[src/rtl/sound_player.sv]
// sound_player: sweeps a sample ROM from address 0 to depth-1 once per
// sample tick, loops the sweep `repeats` times, and hands each captured
// 16-bit sample to the mixer with a one-cycle valid strobe.
// After every address change the ROM is given ROM_LAT clocks to settle.
// Service happens on the following edge, so the data is stable when it is captured.
module sound_player #(
  parameter int ROM_LAT  = 2,
  parameter int SETTLE_W = 3
) (
  input  logic        clk,
  input  logic        resetN,
  input  logic        start,
  input  logic        stop,
  input  logic        sample_tick,
  input  logic [17:0] depth,
  input  logic [31:0] repeats,
  input  logic [15:0] rom_dout,
  output logic [31:0] address,
  output logic [15:0] sample_out,
  output logic        sample_valid,
  output logic        busy,
  output logic        done
);

  typedef enum logic [1:0] {
    IDLE     = 2'd0,
    PREFETCH = 2'd1,
    PLAY     = 2'd2,
    FINISH   = 2'd3
  } state_t;

  localparam logic [SETTLE_W-1:0] SETTLE_LOAD = SETTLE_W'(ROM_LAT);
  localparam logic [SETTLE_W-1:0] SETTLE_ONE  = SETTLE_W'(32'd1);
  localparam logic [SETTLE_W-1:0] SETTLE_ZERO = SETTLE_W'(32'd0);

  state_t state;
  state_t state_next;

  // latched play parameters and sweep position
  logic [17:0]         dep_r;
  logic [17:0]         dep_next;
  logic [31:0]         rep_r;
  logic [31:0]         rep_next;
  logic [17:0]         idx;
  logic [17:0]         idx_next;
  logic [31:0]         pass;
  logic [31:0]         pass_next;
  logic [SETTLE_W-1:0] settle;
  logic [SETTLE_W-1:0] settle_next;
  logic                pending;
  logic                pending_next;

  // next values of the registered outputs
  logic [31:0] address_next;
  logic [15:0] sample_out_next;
  logic        sample_valid_next;
  logic        busy_next;
  logic        done_next;

  // decode helpers
  logic        service;
  logic        last_idx;
  logic        last_pass;
  logic        zero_len;
  logic        finishing;
  logic [17:0] idx_adv;
  logic [31:0] pass_inc;

  assign zero_len  = (depth == 18'd0) || (repeats == 32'd0);
  assign service   = (state == PLAY) && (settle == SETTLE_ZERO) && (sample_tick || pending);
  assign last_idx  = (idx == (dep_r - 18'd1));
  assign pass_inc  = pass + 32'd1;
  assign last_pass = (pass_inc == rep_r);
  assign idx_adv   = last_idx ? 18'd0 : (idx + 18'd1);
  assign finishing = service && last_idx && last_pass;

  // state register
  always_ff @(posedge clk or negedge resetN) begin
    if (!resetN) begin
      state <= IDLE;
    end else begin
      state <= state_next;
    end
  end

  // next-state logic: stop beats start, start restarts from any state
  always_comb begin
    state_next = state;
    if (stop) begin
      state_next = IDLE;
    end else if (start) begin
      state_next = zero_len ? FINISH : PREFETCH;
    end else begin
      case (state)
        IDLE: begin
          state_next = IDLE;
        end
        PREFETCH: begin
          if (settle <= SETTLE_ONE) begin
            state_next = PLAY;
          end else begin
            state_next = PREFETCH;
          end
        end
        PLAY: begin
          if (finishing) begin
            state_next = FINISH;
          end else begin
            state_next = PLAY;
          end
        end
        FINISH: begin
          state_next = IDLE;
        end
        default: begin
          state_next = IDLE;
        end
      endcase
    end
  end

  // datapath and output next values
  always_comb begin
    dep_next          = dep_r;
    rep_next          = rep_r;
    idx_next          = idx;
    pass_next         = pass;
    settle_next       = settle;
    pending_next      = pending;
    address_next      = address;
    sample_out_next   = sample_out;
    sample_valid_next = 1'b0;
    done_next         = 1'b0;
    busy_next         = (state_next == PREFETCH) || (state_next == PLAY);
    if (stop) begin
      idx_next        = 18'd0;
      pass_next       = 32'd0;
      settle_next     = SETTLE_ZERO;
      pending_next    = 1'b0;
      address_next    = 32'd0;
      sample_out_next = 16'd0;
    end else if (start) begin
      dep_next        = depth;
      rep_next        = repeats;
      idx_next        = 18'd0;
      pass_next       = 32'd0;
      pending_next    = 1'b0;
      address_next    = 32'd0;
      sample_out_next = 16'd0;
      settle_next     = zero_len ? SETTLE_ZERO : SETTLE_LOAD;
    end else begin
      case (state)
        IDLE: begin
          sample_out_next = 16'd0;
        end
        PREFETCH: begin
          if (settle != SETTLE_ZERO) begin
            settle_next = settle - SETTLE_ONE;
          end else begin
            settle_next = SETTLE_ZERO;
          end
          if (sample_tick) begin
            pending_next = 1'b1;
          end else begin
            pending_next = pending;
          end
        end
        PLAY: begin
          if (service) begin
            sample_out_next   = rom_dout;
            sample_valid_next = 1'b1;
            pending_next      = 1'b0;
            idx_next          = idx_adv;
            settle_next       = SETTLE_LOAD;
            if (last_idx) begin
              pass_next = pass_inc;
            end else begin
              pass_next = pass;
            end
            // on the final sample the address is left where it was
            if (!finishing) begin
              address_next = {14'b0, idx_adv};
            end else begin
              address_next = address;
            end
          end else begin
            if (settle != SETTLE_ZERO) begin
              settle_next = settle - SETTLE_ONE;
            end else begin
              settle_next = SETTLE_ZERO;
            end
            if (sample_tick) begin
              pending_next = 1'b1;
            end else begin
              pending_next = pending;
            end
          end
        end
        FINISH: begin
          done_next       = 1'b1;
          sample_out_next = 16'd0;
        end
        default: begin
          sample_out_next = 16'd0;
        end
      endcase
    end
  end

  // datapath and output registers
  always_ff @(posedge clk or negedge resetN) begin
    if (!resetN) begin
      dep_r        <= 18'd0;
      rep_r        <= 32'd0;
      idx          <= 18'd0;
      pass         <= 32'd0;
      settle       <= SETTLE_ZERO;
      pending      <= 1'b0;
      address      <= 32'd0;
      sample_out   <= 16'd0;
      sample_valid <= 1'b0;
      busy         <= 1'b0;
      done         <= 1'b0;
    end else begin
      dep_r        <= dep_next;
      rep_r        <= rep_next;
      idx          <= idx_next;
      pass         <= pass_next;
      settle       <= settle_next;
      pending      <= pending_next;
      address      <= address_next;
      sample_out   <= sample_out_next;
      sample_valid <= sample_valid_next;
      busy         <= busy_next;
      done         <= done_next;
    end
  end

endmodule

[config.mk]
export PLATFORM = sky130hd
export DESIGN_NAME = sound_player
export DESIGN_NICKNAME = d
export VERILOG_FILES = /design/src/rtl/sound_player.sv
export SDC_FILE = /design/constraint.sdc
export NUM_CORES = 1
export LEC_CHECK = 0
export CAP_MARGIN = 20
export CORE_MARGIN = 5
export CORE_UTILIZATION = 50
export CTS_BUF_LIST = sky130_fd_sc_hd__clkbuf_8 sky130_fd_sc_hd__clkbuf_16
export CTS_CLUSTER_DIAMETER = 200
export DETAILED_ROUTE_END_ITERATION = 7
export PLACE_DENSITY = 0.77
export SYNTH_ARGS = -nofsm -noshare
export SYNTH_HDL_FRONTEND = slang
export SYNTH_SLANG_ARGS = --single-unit
[constraint.sdc]
create_clock -name clk -period 2.8 [get_ports clk]
set_input_delay 0.56 -clock clk [delete_from_list [all_inputs] [get_ports clk]]
set_output_delay 0.56 -clock clk [all_outputs]
set_load 0.01 [all_outputs]
After elaboration in Yosys (flattened, before gate mapping)
Index checks and enable logic that the tools add are counted.
Word-level totals
  register bits after elaboration: 157
  input bits: 71
  logic and storage cells: 93
Cells by class
  add/subtract/negate cells: 4
  magnitude comparators: 1
  equal/unequal tests: 9
  mux-type cells: 43
  bitwise logic cells: 1
  reductions and logical operators: 23
Operators by type and width (count)
  two-way mux 32 bit: 10
  two-way mux 18 bit: 5
  two-way mux 16 bit: 3
  adder 32 x 1 -> 32 bit, second input constant: 1
  == test 32 bit: 1
  logical NOT 32 bit: 1
  case mux 16 bit (2 select lines): 1
  adder 18 x 1 -> 18 bit, second input constant: 1
  == test 18 bit: 1
  logical NOT 18 bit: 1
  subtractor 18 x 1 -> 18 bit, second input constant: 1
  two-way mux 1 bit: 12
  two-way mux 3 bit: 4
  nonzero test 3 bit: 4
  two-way mux 2 bit: 5
  nonzero test 4 bit: 2
  == test 2 bit, second input constant: 3
  case mux 2 bit (3 select lines): 1
  case mux 3 bit (2 select lines): 1
  AND reduction 2 bit: 3
  AND reduction 3 bit: 2
  == test 2 x 1 -> 1 bit, second input constant: 2
  logical AND 1 bit: 4
  inequality test 4 bit, second input constant: 1
  other kinds (9): 11

Longest topological paths before layout
  depth in word-level cells: 11
  mapped depth: 14

Least setup slack after synthesis
OpenSTA, ideal clock, no wires.
  path type: register -> register
  from: register dep_r[0]
  to: register address[10]
  library setup time: 0.126 ns
  data arrival time: 2.712 ns
  required time: 2.674 ns
  slack: -0.037 ns
  stages on the path, launching flop included: 14
  clock period less this slack: 2.837 ns
  cell sequence: dfrtp_1 -> inv_1 -> ha_1 -> or4b_1 -> nor2_1 -> xnor2_1 -> a2111oi_0 -> and4_1 -> and2_1 -> buf_2 -> nor2_1 -> nand2_1 -> buf_2 -> o2bb2ai_2
On the way
  word-level cells in the longest chain between the ends: 8
  elaborated cells on any way between the ends: 12
  those cells by class: add/sub (1); eq/ne (2); mux (6); reduce/logical (3)
Ends and longest elaborated chain
  start, declared: line 40  | logic [17:0] dep_r;
  start signal, assigned: line 225  | dep_r <= dep_next;
  subtractor 18 x 1 -> 18 bit (*): line 71  | assign last_idx = (idx == (dep_r - 18'd1));
  == test 18 bit (*): line 71
  two-way mux 18 bit: line 74  | assign idx_adv = last_idx ? 18'd0 : (idx + 18'd1);
  two-way mux 32 bit: line 181  | if (!finishing) begin
  two-way mux 32 bit: line 169  | if (service) begin
  two-way mux 32 bit: line 152  | case (state)
  two-way mux 32 bit: line 142  | end else if (start) begin
  two-way mux 32 bit: line 135  | if (stop) begin
  end signal, assigned: line 231  | address <= address_next;
  end, declared: line 18  | output logic [31:0] address,
Mark *: on every way between the ends. The rest lies on a longest branch, timed or not. The select of a mux whose other input is x is not followed.
A chain may end at the register's enable or synchronous reset.

Final worst setup path
  from: register pass[0]
  to: register address[13]
On the way
  word-level cells in the longest chain between the ends: 5
Ends and longest elaborated chain
  start, declared: line 46  | logic [31:0] pass;
  start signal, assigned: line 228  | pass <= pass_next;
  adder 32 x 1 -> 32 bit: line 72  | assign pass_inc = pass + 32'd1;
  == test 32 bit: line 73  | assign last_pass = (pass_inc == rep_r);
  logical AND 1 bit: line 75  | assign finishing = service && last_idx && last_pass;
  inequality test 3 bit (no line)
  AND reduction 3 bit (no line)
Every way passes these cells.

==> out/results.env <==
YOSYS_SYNTHESIS_WARNING_COUNT=0
FP.DIEH_UM=139
HOLD_BUF_COUNT_CTS=0
SYNTH_SEQ_AREA_SHARE_PCT=42.9
GATE_COUNT_OF_THE_MAPPED_NETLIST=857
SETUP_VIOL_COUNT_FINAL=60
REG2REG_SETUP_SLACK_NS=-0.28
CLOCK_TREE.ROOT_CELL='clkbuf_16'
MAX_CAP_VIOLATIONS=0
DPL-INSTANCE-AREA_SQ_UM=10200
TIMING.MAX_SLEW.REL_SLACK_PCT=54.9
FILLER_CELL_COUNT=1121
GR-USAGE-ALL-LAYERS_PCT=22.8
POST-PLACE-WS_NS=-0.209
POSTSYNTH.ASYNCRESETSHARE_PCT=100
MAX_CLOCK_SKEW_NS=0.00819
PERIOD_MINUS_SLACK_NS=3.08
POWER.STATIC_LEAKAGE_nW=4.81
CTS_TREE='done'
FIN_WS_NS=-0.281
LAYOUT_COMMONEST_CELL='dfrtp_1'
TIMING_WORST_SLEW_PIN_VALUE_NS=0.676
GLOBAL_ROUTE_WIRE_LENGTH_BEFORE_REPAIR_MM=36.6
DRIVE_GT1_SHARE_PCT=29.2
DRT_ITER0_DRC=825
ANTENNA_VIOLATING_NETS_POST_ROUTE=0
RSZ0062_AT_GRT='true'
FINAL_NET_COUNT=1139
CLK-INSERTION-DELAY-LATE_NS=0.43
SYNTH.CELL_AREA_SQ_UM=8350
SETUP.WORST_PATH.END_CLASS='flip-flop'
CELL_ROW_COUNT=47
FINISH.UTILIZATION_PCT=70.5
MULTIINPUTGATEAREA_SQ_UM=4920
FINAL-SEQ-AREA_SQ_UM=3580
DESIGN.PORTCOUNT=122
DRT_PASS1_ITERATIONS=6
COUNT_OF_ENDPOINTS_FAILING_HOLD_IN_THE_FINAL_TIMING_REPORT=0
INITIAL_CORE_UTILIZATION_PCT=50.7
FINAL_CELL_COUNT_WITHOUT_FILLERS=1294
FIN_CRIT_SH_PCT=110
MIN_PATH_TYPE='in2async'
CRITPATHARRIVALTIME_NS=3.43
SYNTH-EDFF-COUNT=0
RUN_STATUS='finished, violations left'
ROUTABILITYCONGESTION=0.925
CORE-AREA_SQ_UM=16500
DRV_SLEW=0
LARGEST_NET_DEGREE_AT_THE_START_OF_GLOBAL_ROUTING=72
FAILED_CHECKS='negative setup slack'
VIAS_PER_CELL=5.80
TRITONCTS.NUM_BUFFERS=17
GRT_ANTENNA_BEFORE_REPAIR=0
DRT_DRC=0
WHS_NS=0.139
POSTSYNTHREGISTERBITS=143
POST-DP-HPWL_MM=15.6
PATH_MAX_FANOUT=7
PLACEMENT.IO_BUFFERS=107
MAX-VDD-IR-DROP_V=0.000446
GRT_PASS1_VIAS=7263
FMAXACHIEVABLE_MHz=325
NUMPLACEDINSTANCES=1233
SYNTHFLOPTYPE='dfrtp_1'
POWER.DENSITY_nW_PER_UM2=467
PATH_CLASS='reg2reg'
SYNTH_TOP_AREA_CELL='dfrtp_1'
ROUTE.DETAILED.WL_PER_INST_UM=18.7
CTS_SINKS=143
SYNTH_LARGEST_TYPE_AREA_FRACTION_PCT=42.9
VIAS=7501
DESIGN.DIE.AREA_SQ_UM=19400
DIE_X_UM=139
SYN2LAYOUT_AREA_GROWTH_PCT=39.2
CP_LAUNCH_TYPE='flip-flop'
FINAL_CELL_MIX='dfrtp_1, buf_4, clkdlybuf4s50_1, nand2_1, xnor2_1'
POST_ROUTE_DESIGN_AREA_SQ_UM=11600
CLK_TRANSITION_REPORTED_PATHS_NS=0.06
OVERFLOW=0
INSERTEDDIODECOUNT=0
SYNTHTOPCELLSBYAREA='dfrtp_1, xnor2_1, mux2_2'
WORST-ENDPOINT-REQUIRED_NS=3.15
YS_TYPES=75
CTS-HTREE-LEVELS=4
SYN-MEAN-INSTANCE-AREA_SQ_UM=9.74
TOTALWIRELENGTH_MM=24.2
CLOCKBUFFERDEPTH=2
[registers in the layout, indices dropped and copies added (netlist names), 2 cells and up]
name / cells
address: 18
rep_r: 32
settle: 3
sample_out: 16
state: 2
pass: 32
idx: 18
dep_r: 18
[kinds of logic after synthesis]
| kind of cell | Yosys count | synth area share [%] |
|---|---|---|
| multiplexers | 59 | 7.85 |
| other | 1 | 0.0449 |
| adder cells (fa/ha/maj) | 6 | 0.899 |
| XOR/XNOR | 98 | 10.3 |
| flip-flops | 143 | 42.9 |
| AO/OA/AOI/OAI | 144 | 11.8 |
| AND/OR/NAND/NOR | 328 | 21.7 |
| buffers and inverters | 78 | 4.54 |
[critical path, cell delays in order (launching register included)]
cell,delay [ns]
dfrtp_1,0.44
ha_2,0.23
nand4_1,0.21
buf_4,0.22
or4_4,0.49
o31ai_2,0.28
nand4_1,0.17
nor3_4,0.20
nand4_2,0.15
a21oi_4,0.30
clkbuf_16,0.22
o2bb2ai_2,0.09
[cell usage after synthesis (17+ instances only)]
master	number
mux2_2	52
or3_1	18
nand2_1	75
clkbuf_1	32
nand4_1	17
xor2_1	27
o21ai_0	46
nor4_1	21
nand3_1	24
dfrtp_1	143
nor2_1	63
xnor2_1	71
nor3_1	30
a21oi_1	37
[stage by stage]
stage / TNS, ns / total power [mW]
3_5_place_dp: -3.75 / 3.12
6_report: -7.54 / 5.43
4_1_cts: -0.911 / 5.37
3_3_place_gp: -1.09 / 3.10
5_1_grt: -18.86 / 5.64
2_1_floorplan: 0 / 2.78
[worst paths after layout]
| check | from | to | cells past startpoint |
|---|---|---|---|
| setup / recovery | pass[0]$_DFFE_PN0P_ | address[13]$_DFFE_PN0P_ | 11 |
| hold / removal | resetN | dep_r[11]$_DFFE_PN0P_ | 1 |
| setup reg to reg | pass[0]$_DFFE_PN0P_ | address[13]$_DFFE_PN0P_ | 11 |
| hold reg to reg | sample_out[0]$_DFFE_PN0P_ | sample_out[0]$_DFFE_PN0P_ | 2 |
| max in group asynchronous | resetN | pass[15]$_DFFE_PN0P_ | 2 |
| min in group clk | sample_out[0]$_DFFE_PN0P_ | sample_out[0]$_DFFE_PN0P_ | 2 |
[area by class of cell]
type | instances | share of cell area [%]
multi-input cells | 649 | 42.3
flip-flops and latches | 143 | 30.8
repair buffers | 235 | 18.9
clock buffers | 20 | 4.02
well taps | 220 | 2.37
clock inverters | 11 | 0.991
inverters | 16 | 0.517
[power by group]
| part | switching [mW] | internal, mW |
|---|---|---|
| logic | 0.416 | 0.452 |
| registers | 0.126 | 2.19 |
| clock network | 0.876 | 1.37 |
| total | 1.42 | 4.01 |
[what timing repair did]
item / CTS / global route
buffers inserted: 8 / 14
endpoints found under the setup margin: 45 / 70
pin swaps: 13 / 46
gates resized for setup: 23 / 98
gates cloned: 0 / 7
[routing by layer]
metal  track usage (%)  share of wire [%]
met1              33.0                 42
met4              6.49                2.2
met2              34.1                 47
met5                 0                  0
met3              5.79                8.7
Power figures use the tool's default switching activity.
